`config.mk`:
```
export PLATFORM = sky130hd
export DESIGN_NAME = binary_divider_flat
export DESIGN_NICKNAME = d
export VERILOG_FILES = /design/src/rtl/binary_divider_if.sv /design/src/rtl/binary_divider.sv /design/src/flat_wrapper.sv
export SDC_FILE = /design/constraint.sdc
export NUM_CORES = 1
export LEC_CHECK = 0
export CAP_MARGIN = 15
export CORE_MARGIN = 8
export CORE_UTILIZATION = 30
export CTS_CLUSTER_DIAMETER = 120
export DETAILED_ROUTE_END_ITERATION = 7
export HOLD_SLACK_MARGIN = 0.05
export PLACE_DENSITY = 0.54
export SYNTH_ARGS = -nofsm -noshare
export SYNTH_HDL_FRONTEND = slang
export SYNTH_SLANG_ARGS = --single-unit
```
`constraint.sdc`:
```
create_clock -name clk -period 5.2 [get_ports clk]
set_clock_uncertainty 0.05 [all_clocks]
set_input_delay 1.3 -clock clk [delete_from_list [all_inputs] [get_ports clk]]
set_output_delay 1.3 -clock clk [all_outputs]
set_load 0.02 [all_outputs]
```
`src/rtl/binary_divider_if.sv`:
```
// binary_divider_if: enable/ready handshake plus operands (master drives) and quotient (slave drives)
interface binary_divider_if #(parameter int DW = 16, parameter int QW = 8);
  logic          enable;
  logic [DW-1:0] g_dividend_Q;
  logic [DW-1:0] g_divider_Q;
  logic [QW-1:0] quotient;
  logic          ready;
  modport master(output enable, g_dividend_Q, g_divider_Q, input quotient, ready);
  modport slave(input enable, g_dividend_Q, g_divider_Q, output quotient, ready);
endinterface

```
`src/rtl/binary_divider.sv`:
```
// binary_divider: sequential restoring divider, one quotient bit per clock, saturates at all-ones
// Ports: clk; reset (sync, active-low); bus.slave carries enable, g_dividend_Q, g_divider_Q in
// and quotient, ready out.
module binary_divider #(
  parameter int DW = 16,
  parameter int QW = 8
) (
  input logic            clk,
  input logic            reset,
  binary_divider_if.slave bus
);
  localparam int CW = QW > 1 ? $clog2(QW) : 1;
  typedef enum logic [1:0] {IDLE, CALC, DONE} state_t;
  state_t        state;
  logic [DW-1:0] rem;
  logic [DW-1:0] dvs;
  logic [CW-1:0] cnt;
  logic [QW-1:0] qb;
  logic          sat;
  logic [DW+QW-1:0] sh;
  logic          ge;
  always_comb begin
    sh = {{QW{1'b0}}, dvs} << cnt;
    ge = {{QW{1'b0}}, rem} >= sh;
  end
  always_ff @(posedge clk) begin
    if (!reset) begin
      state        <= IDLE;
      rem          <= '0;
      dvs          <= '0;
      cnt          <= '0;
      qb           <= '0;
      sat          <= 1'b0;
      bus.quotient <= '0;
      bus.ready    <= 1'b0;
    end else begin
      case (state)
        IDLE: begin
          bus.ready <= 1'b0;
          if (bus.enable) begin
            rem   <= bus.g_dividend_Q;
            dvs   <= bus.g_divider_Q;
            cnt   <= CW'(QW - 1);
            qb    <= '0;
            // quotient cannot fit in QW bits, or divide by zero
            sat   <= (bus.g_divider_Q == '0) ||
                     ({{QW{1'b0}}, bus.g_dividend_Q} >= {bus.g_divider_Q, {QW{1'b0}}});
            state <= CALC;
          end
        end
        CALC: begin
          if (ge) rem <= rem - sh[DW-1:0];
          qb[cnt] <= ge;
          if (cnt == '0) begin
            bus.quotient <= sat ? '1 : (qb | {{(QW-1){1'b0}}, ge});
            bus.ready    <= 1'b1;
            state        <= DONE;
          end else begin
            cnt <= cnt - 1'b1;
          end
        end
        DONE: begin
          if (!bus.enable) begin
            bus.ready <= 1'b0;
            state     <= IDLE;
          end
        end
        default: state <= IDLE;
      endcase
    end
  end
endmodule

```
`src/flat_wrapper.sv`:
```
// flat-port wrapper written by rule: the top's interface ports become plain ports
module binary_divider_flat 
#(
  parameter int DW = 16,
  parameter int QW = 8
)
  (clk, reset, bus_enable, bus_g_dividend_Q, bus_g_divider_Q, bus_quotient, bus_ready);
  binary_divider_if #(.DW(DW), .QW(QW)) bus_i ();
  input logic clk;
  input logic reset;
  input wire logic [$bits(bus_i.enable)-1:0] bus_enable;
  input wire logic [$bits(bus_i.g_dividend_Q)-1:0] bus_g_dividend_Q;
  input wire logic [$bits(bus_i.g_divider_Q)-1:0] bus_g_divider_Q;
  output wire logic [$bits(bus_i.quotient)-1:0] bus_quotient;
  output wire logic [$bits(bus_i.ready)-1:0] bus_ready;
  assign bus_i.enable = bus_enable;
  assign bus_i.g_dividend_Q = bus_g_dividend_Q;
  assign bus_i.g_divider_Q = bus_g_divider_Q;
  assign bus_quotient = bus_i.quotient;
  assign bus_ready = bus_i.ready;
  binary_divider #(.DW(DW), .QW(QW)) u_core (.clk(clk), .reset(reset), .bus(bus_i));
endmodule
```
==> results.toml <==
[die]
ioPinCount = 44
core_sq_um = 13100
dieArea_sq_um = 17200
rows = 42
fp.dieH_microns = 131
initial_core_util_pct = 30.5
die_w_microns = 131

[drt]
wire_per_inst_microns = 16.5
routed_wl_microns = 11300
drt-initial-drc-count = 240
drtAntennaViolNets = 0
drt-pass1-iter-count = 4
viasPerCell = 5.29
via_count = 3630
post-route-drc-count = 0

[yosys]
syn_inst = 489
avgSynthCellArea_sq_um = 8.15
syn_area_sq_um = 3990
synth-seq-cells = 55
yosysSeqAreaShare_pct = 27.6
synth_edf_count = 0
synth_fp_nets = 551
synth_warnings = 0
ys_types = 55
synth-async-reset-ratio_pct = 0
synth-main-ff-cell = "dfxtp_1"

[clock_tree]
clkLatencyLatePin_ps = 310
numCtsBuffers = 5
cts.htree.levels = 2
clock-sinks = 55
cts_tree = "yes"
post_cts_resize_count = 0
root_buffer = "clkbuf_16"
cts_setup_buffers = 0
hold_buffers = 0
path_clk_slew_ps = 80
cts_buffer_depth = 2

[global_routing]
grt_first_pass_wirelength_microns = 18700
antenna_found_initial = 0
grt_start_max_net_pins = 62
grt_usage_pct = 13.0
grt_overflow = 0
grt_pass1_vias = 3560

[cells_and_area]
mostFrequentLayoutCell = "nand2_1"
fin_area_sq_um = 4670
multi_input_comb_area_sq_um = 2670
area_growth_pct = 17.3
n_antenna_cell = 0
layout_common_cells = "nand2_1 (76), dfxtp_1 (55), o21ai_0 (42), clkdlybuf4s50_1 (42)"
final-seq-area_sq_um = 1100
drive_gt1_share_pct = 5.49
instances_no_fill = 686
fill_cells = 1363
finalNetCount = 571

[critical_path]
path_class = "reg2reg"
r2r-start = "u_core.cnt[1]"
rr_worst_depth = 11
r2r_slack_ps = 1000
critPathMaxFanout = 29
cp-end-kind = "register"
regToRegEndpoint = "u_core.rem[9]"
critPathLaunchType = "register"
cp.arrival_ps = 4390
crit_required_ps = 5390

[timing]
drv_slew = 0
setup_viol = 0
finalHoldViolations = 0
worst_pin_slew_ps = 1010
fin_setup_tns_ps = 0
whs_ps = 424
slew_headroom_pct = 32.3
finalCritPeriodShare_pct = 80.7
min_period_ps = 4200
rsz0062_at_grt = "false"
fmax_ghz = 0.238

[power_and_ir_drop]
pwr-share-comb_pct = 52.0
p_per_area_nw_per_um2 = 404
p_leak_nw = 1.82
switchingPower_w = 0.000810
ir_worst_vdd_v = 0.000174
sequentialPowerShare_pct = 28.6
clkPwrFrac_pct = 19.4
swShare_pct = 42.9
internal_power_w = 0.00108

[hold_path]
hold_depth = 2
hp-start = "u_core.rem[8]"
hold_end = "u_core.rem[8]"
hold_path.class = "reg2reg"

[place]
portBuffers = 43
dp_hpwl_microns = 8490
gp_congestion = 0.879
placed_cells = 678
place_area_sq_um = 4520

[flow_run]
maxCapViolations = 0

[run_status]
status = "finished, final reports clean"
==> through the flow <==
step                util (%)  setup WS (ps)  total power, W
global placement        34.5           1050         0.00153
floorplan                  -           1380         0.00131
detailed placement      34.5           1000         0.00153
finish                  35.7           1000         0.00189
CTS                     35.7           1000         0.00190
global route            35.7            663         0.00203
==> cell type report <==
type                            count  area share (%)
Clock inverter                      3           0.589
Inverter                           17            1.37
Sequential cell                    55            23.6
Timing Repair Buffer               49            10.1
Tap cell                          176            4.71
Multi-Input combinational cell    381            57.0
Clock buffer                        5            2.68
==> critical path, stage by stage (launching register included) <==
cell      delay [ps]
dfxtp_1          990
mux4_2           630
mux2i_1          230
ha_1             370
a21oi_1          160
o21ai_0          100
a221oi_1         430
a41o_1           490
o21ai_1          120
buf_4            230
a21boi_0         150
a21oi_1          150
==> power groups by stage <==
stage          clock [W]  sequential [W]  combinational (W)
2_1_floorplan          0        0.000513           0.000797
3_3_place_gp           0        0.000548           0.000983
3_5_place_dp           0        0.000549           0.000980
4_1_cts         0.000372        0.000540           0.000983
5_1_grt         0.000390        0.000550            0.00109
6_report        0.000367        0.000540           0.000982
==> synthesized netlist by cell type, types with 4 or more instances <==
cell,n,area (sq um)
a31oi_1,6,37.5
o21a_1,6,45.0
a21boi_0,27,203
nand2_1,76,285
mux4_2,10,225
nor3_1,7,35.0
nand4_1,7,43.8
inv_1,17,63.8
mux2i_1,16,160
nand2b_1,5,31.3
and2_1,7,43.8
o211a_1,7,70.1
a21o_1,6,45.0
nor4_1,6,37.5
ha_1,26,325
a21oi_1,27,135
dfxtp_1,55,1100
nand3_1,12,60.1
buf_1,5,18.8
o21ai_0,42,210
a211oi_1,6,45.0
clkbuf_1,25,93.8
nor2_1,16,60.1
nor2b_1,6,37.5
xnor2_1,9,78.8
o211ai_1,9,67.6
o311ai_0,4,35.0
buf_2,4,20.0
==> cells by family after synthesis <==
family | Yosys count | synth area share [%]
AOI/OAI and AO/OA | 164 | 27.8
and+or+nand+nor | 153 | 17.9
DFF | 55 | 27.6
buffers and inverters | 53 | 5.49
muxes | 27 | 10.3
adders and majority gates | 27 | 8.67
xor gates and xnor gates | 10 | 2.20
==> routing by layer <==
metal,vias to the layer above,wire (microns),global-route usage (%)
li1,1835,-,-
met1,1709,5390,17.2
met2,77,5340,21.7
met3,9,439,2.06
met4,0,135,3.13
met5,-,0,0
==> worst max-delay path by stage <==
stage,from,endpoint,depth (start not counted)
3_3_place_gp,u_core.cnt[1],u_core.rem[9],11
3_5_place_dp,u_core.cnt[1],u_core.rem[9],11
2_1_floorplan,u_core.cnt[0],u_core.rem[5],16
6_report,u_core.cnt[1],u_core.rem[9],11
5_1_grt,u_core.cnt[0],u_core.rem[12],13
4_1_cts,u_core.cnt[1],u_core.rem[9],11
==> flip-flops by register name, summed over array words and instances, names as in the netlist <==
register and cells:
u_core.dvs 16, u_core.sat 1, u_core.qb 8, u_core.cnt 3, u_core.rem 16, u_core.state 2
u_core.bus.quotient 8, u_core.bus.ready 1
Power figures use the tool's default switching activity.
